===== config.mk =====
export PLATFORM = sky130hd
export DESIGN_NAME = lane_combine_pipe
export DESIGN_NICKNAME = d
export VERILOG_FILES = /design/src/rtl/lane_combine_pipe.sv
export SDC_FILE = /design/constraint.sdc
export NUM_CORES = 1
export LEC_CHECK = 0
export BUFFER_PORTS_ARGS = -buffer_cell sky130_fd_sc_hd__buf_2
export CAP_MARGIN = 10
export CELL_PAD_IN_SITES_DETAIL_PLACEMENT = 0
export CELL_PAD_IN_SITES_GLOBAL_PLACEMENT = 1
export CORE_MARGIN = 2
export CORE_UTILIZATION = 38
export DETAILED_ROUTE_END_ITERATION = 6
export PLACE_DENSITY_LB_ADDON = 0.05
export SYNTH_ARGS = -nofsm -noshare
export SYNTH_HDL_FRONTEND = slang
export SYNTH_SLANG_ARGS = --single-unit

===== constraint.sdc =====
create_clock -name clk -period 4.1 [get_ports clk]
set_input_delay 0.205 -clock clk [delete_from_list [all_inputs] [get_ports clk]]
set_output_delay 0.205 -clock clk [all_outputs]
set_load 0.02 [all_outputs]

===== src/rtl/lane_combine_pipe.sv =====
// lane_combine_pipe: per-lane inverter/OAI222 combine into a 2-entry elastic buffer.
// Optional LANE_COMBINE_PIPE_PARITY_EN adds registered per-lane parity on out_parity.
module lane_combine_pipe #(
  parameter int LANES   = 3,
  parameter int GROUPS  = 3,
  parameter int COUNT_W = 8
) (
  input  logic                      clk,
  input  logic                      rst,
  input  logic                      in_valid,
  output logic                      in_ready,
  input  logic [LANES*4*GROUPS-1:0] in_a,
  input  logic [LANES*4*GROUPS-1:0] in_b,
  input  logic [LANES-1:0]          in_mask,
  output logic                      out_valid,
  input  logic                      out_ready,
  output logic [LANES*4*GROUPS-1:0] out_c,
`ifdef LANE_COMBINE_PIPE_PARITY_EN
  output logic [LANES-1:0]          out_parity,
`endif
  output logic [COUNT_W-1:0]        out_count
);

  localparam int LW = 4 * GROUPS;
  localparam int W  = LANES * LW;

  typedef enum logic [1:0] {
    EMPTY = 2'd0,
    ONE   = 2'd1,
    TWO   = 2'd2
  } state_t;

  state_t       state;
  state_t       state_nx;
  logic [W-1:0] word;
  logic [W-1:0] e0;
  logic [W-1:0] e1;
  logic [3:0]   ga;
  logic [3:0]   gb;
  logic         rdy_q;
  logic         push;
  logic         pop;

  always_comb begin
    word = '0;
    ga   = '0;
    gb   = '0;
    for (int l = 0; l < LANES; l++) begin
      for (int g = 0; g < GROUPS; g++) begin
        ga = in_a[l*LW+4*g +: 4];
        gb = in_b[l*LW+4*g +: 4];
        if (in_mask[l]) begin
          word[l*LW+4*g +: 4] = {
            ~((ga[1] | ga[2]) & (gb[1] | gb[2]) & (ga[3] | gb[3])),
            ~gb[1], ~gb[0], ~ga[0]};
        end
      end
    end
  end

  // rst must block acceptance in the very cycle it rises
  assign in_ready = rdy_q & ~rst;
  assign push     = in_valid & in_ready;
  assign pop      = out_valid & out_ready;

  always_ff @(posedge clk) begin
    if (rst) begin
      state <= EMPTY;
      rdy_q <= 1'b1;
    end else begin
      state <= state_nx;
      rdy_q <= (state_nx != TWO);
    end
  end

  always_comb begin
    state_nx = state;
    unique case (state)
      EMPTY: if (push) state_nx = ONE;
      ONE: begin
        if (push && !pop)      state_nx = TWO;
        else if (pop && !push) state_nx = EMPTY;
      end
      TWO:   if (pop) state_nx = ONE;
      default: state_nx = EMPTY;
    endcase
  end

  always_comb begin
    out_valid = (state != EMPTY);
    out_c     = e0;
  end

  always_ff @(posedge clk) begin
    if (rst) begin
      e0 <= '0;
      e1 <= '0;
    end else begin
      unique case (state)
        EMPTY: if (push) e0 <= word;
        ONE: begin
          if (push && pop) e0 <= word;
          else if (push)   e1 <= word;
        end
        TWO:   if (pop) e0 <= e1;
        default: ;
      endcase
    end
  end

`ifdef LANE_COMBINE_PIPE_PARITY_EN
  logic [LANES-1:0] par_w;
  logic [LANES-1:0] p0;
  logic [LANES-1:0] p1;

  always_comb begin
    par_w = '0;
    for (int l = 0; l < LANES; l++) begin
      par_w[l] = ^word[l*LW +: LW];
    end
  end

  always_ff @(posedge clk) begin
    if (rst) begin
      p0 <= '0;
      p1 <= '0;
    end else begin
      unique case (state)
        EMPTY: if (push) p0 <= par_w;
        ONE: begin
          if (push && pop) p0 <= par_w;
          else if (push)   p1 <= par_w;
        end
        TWO:   if (pop) p0 <= p1;
        default: ;
      endcase
    end
  end

  assign out_parity = p0;
`endif

  always_ff @(posedge clk) begin
    if (rst) begin
      out_count <= '0;
    end else if (pop && (out_count != '1)) begin
      out_count <= out_count + 1'b1;
    end
  end

endmodule


## Word level (Yosys, flattened, before mapping)

Cells that the tools add are included.

| storage, ports and cells | value |
|---|---|
| bits in registers | 83 |
| input bits | 79 |
| output and inout port bits | 46 |
| word-level logic and storage cells | 128 |

| operators by class | value |
|---|---|
| add/subtract/negate cells | 1 |
| equal/unequal tests | 7 |
| multiplexer cells | 18 |
| bitwise gates (word level) | 86 |
| reductions and logical operators | 11 |

Operators with widths:

| kind | count |
|---|---|
| 36-bit two-way mux | 3 |
| 36-bit one-hot mux with 3 select lines | 1 |
| 1-bit inverter | 38 |
| 4-bit two-way mux | 9 |
| 1-bit OR | 27 |
| 1-bit AND | 21 |
| 8-bit by 1-bit adder with 8-bit output (second input constant) | 1 |
| 2-bit two-way mux | 4 |
| 2-bit inequality test (second input constant) | 4 |
| 8-bit inequality test (second input constant) | 1 |
| 2-bit one-hot mux with 3 select lines | 1 |
| 1-bit logical AND | 4 |
| 4-bit AND reduction | 1 |
| 3-bit AND reduction | 1 |
| 3-bit nonzero test | 1 |
| 2-bit by 1-bit == test with 1-bit output (second input constant) | 1 |
| 2-bit == test (second input constant) | 1 |
| 1-bit zero test | 2 |
| 2-bit zero test | 1 |
| 2-bit nonzero test | 1 |

## Logic depth before layout (Yosys ltp)

Gate-level depths: netlist of the first run.

| logic depth | value |
|---|---|
| word-level depth | 9 |
| mapped depth | 6 |
| mapped depth without buffers | 5 |

## Worst setup path after synthesis of the first run

No wires, ideal clock.

| timing | value |
|---|---|
| path type | reg2reg |
| start point | register rdy_q |
| end point | register e1[0] |
| library setup time | 0.132 ns |
| data arrival time | 1.418 ns |
| setup slack | 2.550 ns |
| cell stages (with the launch flop) | 7 |
| period minus slack after synthesis | 1.550 ns |
| path through | dfxtp_1 > nand2_1 > or4_1 > clkbuf_1 > clkbuf_1 > nand2_1 > a21oi_1 |

| between the ends | value |
|---|---|
| longest elaborated chain between the ends | 5 |

Ends and longest elaborated chain:

| item | RTL line | source |
|---|---|---|
| start, declared | 40 | `logic rdy_q;` |
| start signal, assigned | 72 | `rdy_q <= (state_nx != TWO);` |
| 1-bit AND (*) | 62 | `assign in_ready = rdy_q & ~rst;` |
| 1-bit AND (*) | 63 | `assign push = in_valid & in_ready;` |
| 1-bit logical AND | 102 | `if (push && pop) e0 <= word;` |
| 1-bit inverter (no source line) | n/a |  |
| 3-bit AND reduction (no source line) (*) | n/a |  |
| end signal, assigned | 103 | `else if (push) e1 <= word;` |
| end, declared | 37 | `logic [W-1:0] e1;` |

Mark *: on every way between the ends. The rest lies on a longest branch, timed or not.
A chain may end at the register's enable or synchronous reset.

## Worst setup path in the final report of the first run

| timing | value |
|---|---|
| start point | register state[1] |
| end point | register e0[9], in the netlist out_c[9] |

| between the ends | value |
|---|---|
| longest elaborated chain between the ends | 5 |
| elaborated cells between the ends (all ways) | 12 |
| those cells by class | eq/ne (5); mux (1); bitwise (1); reduce/logical (5) |

Ends and longest elaborated chain:

| item | RTL line | source |
|---|---|---|
| start, declared | 33 | `state_t state;` |
| start signal, assigned | 71 | `state <= state_nx;` |
| 2-bit nonzero test | 90 | `out_valid = (state != EMPTY);` |
| 1-bit AND | 64 | `assign pop = out_valid & out_ready;` |
| 1-bit logical AND | 102 |  |
| 2-bit inequality test (no source line) | n/a |  |
| 4-bit AND reduction (no source line) | n/a |  |
| end signal, assigned | 100 | `EMPTY: if (push) e0 <= word;` |
| end signal, assigned | 102 |  |
| end, declared | 36 | `logic [W-1:0] e0;` |

Parallel ways exist; a longest one is shown, timed or not.

==> results.py, run 1 <==
metrics = {
    "detailed_routing": {
        "vias_per_cell": 4.92,
        "vias": 3520,
        "routed_wl_um": 9270,
        "topRoutingLayerUsed": "met4",
        "first_iter_violations": 118,
        "wire_per_inst_um": 13.0,
        "firstDrtPassIters": 4,
        "route.met2.wl_um": 4320,
        "dr_wl_met3_um": 446,
        "drt_drc_violations_left": 0,
        "ant_nets": 0,
        "wl_met1_um": 4410,
    },
    "status": {
        "status": "finished, final reports clean",
    },
    "sta": {
        "final_hold_viol_count": 0,
        "drv_slew": 0,
        "fin_ws_ps": 2060,
        "max-slew-margin-rel": 0.337,
        "fin_setup_tns_ps": 0,
        "min_period_ps": 2040,
        "setup-violations-final": 0,
        "clock-skew-final_ps": 8.16,
        "fmax_ghz": 0.490,
        "finalCritPeriodShare": 0.498,
        "grt_setup_unrepaired": "false",
        "tightest_slew_ps": 992,
    },
    "die": {
        "die_w_um": 103,
        "start_util": 0.384,
        "core_area_mm2": 0.00964,
        "die_h_um": 103,
        "num_rows": 36,
        "io_pins": 125,
        "dieArea_mm2": 0.0106,
    },
    "job": {
        "maxCapViolCount": 0,
    },
    "worst_setup_path": {
        "crit_family": "simple AND/OR/NAND/NOR gates",
        "r2r_setup_slack_ps": 2060,
        "required_ps": 4340,
        "critPathBufInv": 0,
        "slowest_delay_ps": 900,
        "critPathMaxFanout": 40,
        "cp_data_arrival_time_ps": 2290,
        "path_cells": "nor2b_4 > nand2_1 > a311oi_1",
        "worstSetupStartpointType": "flip-flop",
        "cp-end-kind": "flip-flop",
        "critPathSlowestCell": "nor2b_4",
        "critical_path_class": "flip-flop to flip-flop",
    },
    "cells_and_area": {
        "final_common_cell": "nand2_1",
        "drive_gt1_frac": 0.258,
        "nNetsFinal": 659,
        "n_antenna_cell": 0,
        "multi_input_area_mm2": 0.00188,
        "final_cell_mix": "nand2_1, buf_2, dfxtp_1",
        "seq_area_mm2": 0.00166,
        "area_growth_pct": 24.7,
        "num-fill-cells": 1011,
        "final_cell_count_no_fill": 715,
    },
    "yosys": {
        "synth.lib_cells_used.distinct": 34,
        "yosysTopAreaCellShare": 0.448,
        "yosysTopAreaCell": "dfxtp_1",
        "ys_warn_count": 0,
        "synth_cells": 473,
        "syn_area_mm2": 0.00370,
        "syn_nets": 553,
        "syn_avg_cell_area_um2": 7.83,
        "synth_seq_cells": 83,
        "synthArstFlopShare": 0,
        "synthFlopType": "dfxtp_1",
        "synth_seq_area_share": 0.448,
        "synth.area.top_cells": "dfxtp_1, nand2_1, a311oi_1, nor2b_1, nor2_1",
        "synth-edff-count": 0,
    },
    "clock_network": {
        "htreeDepth": 3,
        "post-cts-setup-buffers": 0,
        "cts_sinks": 83,
        "clockRootBuffer": "clkbuf_8",
        "cts_buffers": 9,
        "cts_tree": "done",
        "cts.clk_slew.worst_paths_ps": 80,
        "cts.path.max_buffers": 2,
        "holdBufCountCts": 0,
        "insertion_delay_ps": 340,
        "ctsResizeCount": 0,
    },
    "global_route": {
        "grt_overflow": 0,
        "track_usage": 0.176,
        "grt_pass1_vias": 3153,
        "grt_start_max_net_pins": 85,
        "grt_pass1_wl_um": 14700,
        "antenna_found_initial": 0,
    },
    "placement": {
        "gp_congestion": 0.699,
        "portBuffers": 124,
        "pre_cts_ws_ps": 2010,
        "dp_hpwl_um": 6120,
        "dp_cells": 701,
    },
    "worst_hold_path": {
        "worstHoldPathType": "input pin to flip-flop",
    },
    "power": {
        "power_density_mw_per_mm2": 381,
        "ir_drop_mv": 0.163,
        "leakage_nw": 1.80,
    },
}
==> sequential cells by signal, indices dropped and copies added (netlist names) <==
signal / cells
e1: 36
rdy_q: 1
state: 2
out_count: 8
out_c: 36
==> where the power goes <==
| part | total, mW | switching [mW] | leakage (nW) | internal (mW) |
|---|---|---|---|---|
| Clock | 0.641 | 0.287 | 0.104 | 0.354 |
| Sequential | 0.861 | 0.0204 | 0.675 | 0.841 |
| Combinational | 0.257 | 0.155 | 1.02 | 0.102 |
==> area by class of cell <==
cell class | instances | area share
Sequential cell | 83 | 0.360
Clock buffer | 10 | 0.0298
Multi-Input combinational cell | 349 | 0.408
Timing Repair Buffer | 131 | 0.146
Inverter | 5 | 0.00406
Clock inverter | 4 | 0.0165
Tap cell | 133 | 0.0360
==> through the flow <==
step / power (mW) / cell area, um2 / hold WS, ps / util
after global placement: 1.14 / 4400 / 438 / 0.457
after floorplan: 1.04 / 3700 / 283 / -
final: 1.76 / 4620 / 122 / 0.479
after global routing: 1.85 / 4620 / 121 / 0.479
after detailed placement: 1.14 / 4400 / 445 / 0.457
after CTS: 1.79 / 4620 / 106 / 0.479
==> path summary, 6_finish.rpt <==
kind,from,end,cells after the start
setup / recovery,state[1],out_c[9],3
hold / removal,in_a[4],e1[4],4
setup reg to reg,state[1],out_c[9],3
hold reg to reg,e1[19],e1[19],2
==> worst register-to-register path, delay by kind of cell, from the launching register on <==
family	cells	cell delay [ps]
and+or+nand+nor	2	1030
DFF	1	600
AOI/OAI and AO/OA	1	320
==> kinds of logic after synthesis <==
logic type,Yosys count,synth area share
buffers and inverters,41,0.0449
XOR/XNOR,3,0.00709
AO/OA/AOI/OAI,110,0.209
flip-flops,83,0.448
AND/OR/NAND/NOR,229,0.271
multiplexers,6,0.0162
adder cells (fa/ha/maj),1,0.00338
==> routing by layer <==
metal	global-route usage	vias up
li1	-	1836
met1	0.229	1597
met2	0.293	81
met3	0.0292	6
met4	0.0668	0
met5	0	-
==> synthesized netlist by cell type, drive strengths merged (6+ instances only) <==
library cell / instances
nand2: 126
dfxtp: 83
nor2: 51
a21oi: 36
nor2b: 34
a311oi: 32
clkbuf: 27
o211ai: 10
buf: 9
o22ai: 9
o21ai: 7
mux2i: 6
o21a: 6
Power figures use the tool's default switching activity.
==> inputs of run 2 (changes only) <==
--- a/config.mk
+++ b/config.mk
@@ -5,12 +5,13 @@
 export SDC_FILE = /design/constraint.sdc
 export NUM_CORES = 1
 export LEC_CHECK = 0
+export ABC_AREA = 1
 export BUFFER_PORTS_ARGS = -buffer_cell sky130_fd_sc_hd__buf_2
 export CAP_MARGIN = 10
 export CELL_PAD_IN_SITES_DETAIL_PLACEMENT = 0
 export CELL_PAD_IN_SITES_GLOBAL_PLACEMENT = 1
 export CORE_MARGIN = 2
-export CORE_UTILIZATION = 38
+export CORE_UTILIZATION = 31
 export DETAILED_ROUTE_END_ITERATION = 6
 export PLACE_DENSITY_LB_ADDON = 0.05
 export SYNTH_ARGS = -nofsm -noshare
==> constraint.sdc (replaced) <==
create_clock -name clk -period 1.8 [get_ports clk]
set_input_delay 0.09 -clock clk [delete_from_list [all_inputs] [get_ports clk]]
set_output_delay 0.09 -clock clk [all_outputs]
set_load 0.02 [all_outputs]
==> results.py, run 2 <==
metrics = {
    "worst_hold_path": {
        "worstHoldPathType": "input pin to flip-flop",
        "hold_start": "in_a[20]",
    },
    "yosys": {
        "synth-xor-area-share": 0,
        "yosys.area_share.adder": 0.00303,
        "synth-edff-count": 0,
        "synthFlopType": "dfxtp_1",
        "synth_seq_cells": 83,
        "syn_avg_cell_area_um2": 6.24,
        "synth_cells": 663,
        "syn_nets": 743,
        "syn_area_mm2": 0.00414,
        "synth_commonest_cells": "nand2_1, nor2_1, dfxtp_1",
        "synth_seq_area_share": 0.402,
        "synth_compound_area_frac": 0.0741,
        "synth_most_common_cell": "nand2_1",
        "muxShareOfSynthArea": 0,
        "synth.lib_cells_used.distinct": 26,
        "yosysTopAreaCellShare": 0.402,
        "synth.area.top_cells": "dfxtp_1, nand2_1, nor2_1, nand3_1, inv_1",
        "synthArstFlopShare": 0,
        "ys_warn_count": 0,
        "synth-simple-area-share": 0.421,
        "yosysTopAreaCell": "dfxtp_1",
        "synth_top_family_by_area": "simple AND/OR/NAND/NOR gates",
    },
    "sta": {
        "fin_setup_tns_ps": 0,
        "fin_ws_ps": 203,
        "final_hold_viol_count": 0,
        "min_period_ps": 1600,
        "fmax_ghz": 0.626,
        "max-slew-margin-rel": 0.646,
        "drv_slew": 0,
        "finalCritPeriodShare": 0.887,
        "clock-skew-final_ps": 6.60,
        "grt_setup_unrepaired": "false",
        "setup-violations-final": 0,
        "tightest_slew_ps": 531,
    },
    "die": {
        "io_pins": 125,
        "die_h_um": 119,
        "core_area_mm2": 0.0131,
        "die_w_um": 119,
        "num_rows": 42,
        "dieArea_mm2": 0.0143,
        "start_util": 0.315,
    },
    "detailed_routing": {
        "routed_wl_um": 12200,
        "drt_drc_violations_left": 0,
        "firstDrtPassIters": 5,
        "vias": 4388,
        "ant_nets": 0,
        "vias_per_cell": 4.56,
        "wire_per_inst_um": 12.7,
        "first_iter_violations": 243,
    },
    "power": {
        "p_switching_mw": 1.13,
        "ir_drop_mv": 0.421,
        "p_seq_frac": 0.415,
        "pwr-share-comb": 0.125,
        "p_clk_frac": 0.460,
        "power_density_mw_per_mm2": 873,
        "leakage_nw": 2.63,
        "swShare": 0.245,
        "p_int_mw": 3.50,
    },
    "global_route": {
        "grt_start_max_net_pins": 49,
        "grt_pass1_wl_um": 19900,
        "antenna_found_initial": 0,
        "grt_pass1_vias": 4018,
        "track_usage": 0.176,
        "grt_overflow": 0,
    },
    "clock_network": {
        "cts_tree": "done",
        "cts_buffers": 9,
        "htreeDepth": 3,
        "insertion_delay_ps": 340,
        "cts.clk_slew.worst_paths_ps": 60,
        "cts_sinks": 83,
        "post-cts-setup-buffers": 0,
        "cts.path.max_buffers": 2,
        "clockRootBuffer": "clkbuf_16",
        "holdBufCountCts": 0,
    },
    "placement": {
        "dp_cells": 946,
        "dp_hpwl_um": 8400,
        "portBuffers": 124,
        "gp_congestion": 0.743,
        "pre_cts_ws_ps": 102,
        "place_area_mm2": 0.00496,
    },
    "worst_setup_path": {
        "slowest_delay_ps": 420,
        "cp_data_arrival_time_ps": 1840,
        "critPathMaxFanout": 11,
        "cp-end-kind": "flip-flop",
        "worstSetupStartpoint": "out_count[0]",
        "critPathSlowestCell": "dfxtp_1",
        "path_cells": "ha_1 > nand2_1 > nor2_1 > nand2_2 > nand2_1 > nor2_1 > nor2_1 > nor2_1",
        "critical_path_class": "flip-flop to flip-flop",
        "required_ps": 2040,
        "worstSetupStartpointType": "flip-flop",
        "reg2reg_from": "out_count[0]",
        "cp_common_cell": "nor2_1",
    },
    "cells_and_area": {
        "n_antenna_cell": 0,
        "num-fill-cells": 1472,
        "final_common_cell": "nand2_1",
        "final_cell_count_no_fill": 962,
        "drive_gt1_frac": 0.225,
        "final_cell_mix": "nand2_1, nor2_1, buf_2",
        "final_area_mm2": 0.00531,
        "nNetsFinal": 861,
        "area_growth_pct": 28.3,
    },
    "status": {
        "status": "finished, final reports clean",
    },
    "job": {
        "maxCapViolCount": 0,
    },
}
## run 2: layout make-up
class	instances	area, um2	area share
Multi-Input combinational cell	484	2070	0.390
Sequential cell	83	1660	0.313
Timing Repair Buffer	140	778	0.147
Clock buffer	11	243	0.0457
Inverter	63	236	0.0446
Tap cell	176	220	0.0415
Clock inverter	5	100	0.0189
## run 2: power by group through the flow
| stage | registers [mW] | clock network (mW) | logic (mW) |
|---|---|---|---|
| 2_1_floorplan | 2.01 | 0 | 0.305 |
| 3_3_place_gp | 1.96 | 0 | 0.578 |
| 3_5_place_dp | 1.96 | 0 | 0.587 |
| 4_1_cts | 1.92 | 2.19 | 0.590 |
| 5_1_grt | 1.93 | 2.25 | 0.659 |
| 6_report | 1.92 | 2.13 | 0.578 |
## run 2: final timing paths
path | slack [ps] | cells after the start | end
worst max register to register | 200 | 8 | out_count[7]
worst max-delay path | 200 | 8 | out_count[7]
worst min-delay path | 40 | 4 | e1[20]
worst min register to register | 460 | 2 | out_c[20]
## run 2: cell families after synthesis
kind of cell	count (synthesis)
AO/OA/AOI/OAI	61
adder cells (fa/ha/maj)	1
buffers and inverters	96
flip-flops	83
AND/OR/NAND/NOR	422
## run 2: critical path, delay by kind of cell, from the launching register on
family | cells | cell delay [ps]
adders and majority gates | 1 | 220
DFF | 1 | 420
and+or+nand+nor | 7 | 860
## run 2: metal layers
layer	GRT usage	share of wire
met1	0.229	0.47
met3	0.0337	0.048
met4	0.0596	0.015
met5	0	0
met2	0.292	0.47
## run 2: per-stage QoR
step                total power, mW   util  hold slack [ps]
floorplan                      2.31      -              273
CTS                            4.70  0.404             27.9
global route                   4.84  0.404             65.7
detailed placement             2.55  0.378              386
global placement               2.54  0.378              380
finish                         4.63  0.404             37.4
## run 2: timing repair
| action | CTS | global route |
|---|---|---|
| setup endpoints to repair | 0 | 4 |
| gates resized for setup | 0 | 1 |
| hold endpoints to repair | 0 | 0 |
==> inputs of run 3 (changes only) <==
--- a/config.mk
+++ b/config.mk
@@ -11,7 +11,7 @@
 export CELL_PAD_IN_SITES_DETAIL_PLACEMENT = 0
 export CELL_PAD_IN_SITES_GLOBAL_PLACEMENT = 1
 export CORE_MARGIN = 2
-export CORE_UTILIZATION = 31
+export CORE_UTILIZATION = 38
 export DETAILED_ROUTE_END_ITERATION = 6
 export PLACE_DENSITY_LB_ADDON = 0.05
 export SYNTH_ARGS = -nofsm -noshare
==> constraint.sdc (replaced) <==
create_clock -name clk -period 1.99 [get_ports clk]
set_input_delay 0.0995 -clock clk [delete_from_list [all_inputs] [get_ports clk]]
set_output_delay 0.0995 -clock clk [all_outputs]
set_load 0.02 [all_outputs]
==> results.py, run 3 (synthesis gave the netlist of run 2 again) <==
metrics = {
    "power": {
        "swShare": 0.280,
        "totalPowerFinal_mw": 3.37,
        "pwr-share-comb": 0.150,
        "p_seq_frac": 0.516,
        "leakage_nw": 2.53,
        "p_int_mw": 2.43,
        "p_clk_frac": 0.334,
        "ir_drop_mv": 0.447,
        "p_switching_mw": 0.944,
        "power_density_mw_per_mm2": 668,
    },
    "cells_and_area": {
        "final_common_cell": "nand2_1",
        "final_cell_mix": "nand2_1, nor2_1, buf_2",
        "post-route-util": 0.469,
        "nNetsFinal": 859,
        "drive_gt1_frac": 0.221,
        "area_growth_pct": 22.0,
        "n_antenna_cell": 0,
    },
    "sta": {
        "final_hold_viol_count": 0,
        "setup-violations-final": 0,
        "grt_setup_unrepaired": "false",
        "tightest_slew_ps": 632,
        "max-slew-margin-rel": 0.577,
        "min_period_ps": 1700,
        "fin_setup_tns_ps": 0,
        "fmax_ghz": 0.588,
        "finalCritPeriodShare": 0.855,
        "clock-skew-final_ps": 9.91,
        "drv_slew": 0,
    },
    "die": {
        "io_pins": 125,
        "die_h_um": 108,
        "num_rows": 38,
        "start_util": 0.385,
        "dieArea_mm2": 0.0117,
        "core_area_mm2": 0.0107,
        "die_w_um": 108,
    },
    "global_route": {
        "antenna_found_initial": 0,
        "grt_start_max_net_pins": 49,
        "grt_pass1_vias": 4064,
        "grt_pass1_wl_um": 19000,
        "grt_overflow": 0,
        "track_usage": 0.203,
    },
    "detailed_routing": {
        "ant_nets": 0,
        "drt_drc_violations_left": 0,
        "wire_per_inst_um": 12.1,
        "firstDrtPassIters": 5,
        "vias_per_cell": 4.62,
        "vias": 4265,
        "first_iter_violations": 185,
        "routed_wl_um": 11200,
    },
    "worst_setup_path": {
        "reg2reg_from": "out_count[0]",
        "cp_data_arrival_time_ps": 1960,
        "path_cells": "ha_1 > nand2_1 > nor2_1 > nand2_1 > nand2_1 > nor2_1 > nor2_1 > nor2_1",
        "critPathMaxFanout": 11,
        "cp-end-kind": "flip-flop",
        "worstSetupStartpointType": "flip-flop",
        "critPathSlowestCell": "dfxtp_1",
        "critical_path_class": "flip-flop to flip-flop",
        "r2r-end": "out_count[7]",
        "reg2reg_depth": 8,
        "r2r_setup_slack_ps": 290,
        "cp_common_cell": "nor2_1",
        "slowest_delay_ps": 430,
        "required_ps": 2250,
    },
    "clock_network": {
        "clockRootBuffer": "clkbuf_8",
        "post-cts-setup-buffers": 0,
        "cts_buffers": 9,
        "htreeDepth": 3,
        "cts.path.max_buffers": 2,
        "cts_sinks": 83,
        "holdBufCountCts": 0,
        "insertion_delay_ps": 360,
        "cts.clk_slew.worst_paths_ps": 80,
        "ctsResizeCount": 0,
        "cts_tree": "done",
    },
    "worst_hold_path": {
        "min_path_cells": 4,
        "worstHoldPathType": "input pin to flip-flop",
        "holdPathEnd": "e1[20]",
        "hold_start": "in_a[20]",
    },
    "placement": {
        "gp_congestion": 0.814,
        "dp_hpwl_um": 7730,
        "portBuffers": 124,
    },
    "status": {
        "status": "finished, final reports clean",
    },
    "job": {
        "maxCapViolCount": 0,
    },
}
-- run 3: power groups by stage --
stage / combinational, mW / sequential (mW) / clock (mW)
floorplan: 0.276 / 1.82 / 0
CTS: 0.515 / 1.74 / 1.17
global route: 0.582 / 1.75 / 1.25
finish: 0.507 / 1.74 / 1.13
global placement: 0.506 / 1.78 / 0
detailed placement: 0.513 / 1.78 / 0
-- run 3: stage by stage --
stage / cells / hold WS [ps] / area [um2] / setup slack (ps)
CTS: 924 / 8.36 / 5040 / 289
detailed placement: 908 / 395 / 4860 / 314
finish: 924 / 23.4 / 5040 / 288
global placement: 908 / 387 / 4860 / 355
floorplan: 663 / 283 / 4140 / 484
global route: 924 / 28.2 / 5040 / 85.7
-- run 3: worst max path at each step --
stage	depth (start not counted)	to	startpoint
floorplan	9	out_count[4]	out_count[0]
global placement	8	out_count[7]	out_count[0]
detailed placement	8	out_count[7]	out_count[0]
CTS	6	out_c[19]	state[1]
global route	8	out_count[7]	out_count[0]
finish	8	out_count[7]	out_count[0]
-- run 3: metal layers --
layer,GRT usage,vias to the layer above,routed length [um]
met5,0,-,0
met1,0.266,1870,5440
met2,0.335,114,5020
li1,-,2270,-
met3,0.0482,11,618
met4,0.0504,0,127
-- run 3: final cells by class --
| class | instances | area, um2 |
|---|---|---|
| multi-input combinational | 484 | 2060 |
| timing repair buffer | 138 | 726 |
| inverter | 63 | 236 |
| tap | 140 | 175 |
| fill | 1212 | 5700 |
| clock buffer | 13 | 159 |
| clock inverter | 3 | 22.5 |
| sequential | 83 | 1660 |
-- run 3: worst max-delay path, delay by kind of cell (launching register included) --
kind / cells / cell delay [ps]
simple gates: 7 / 950
flops: 1 / 430
fa+ha+maj: 1 / 230
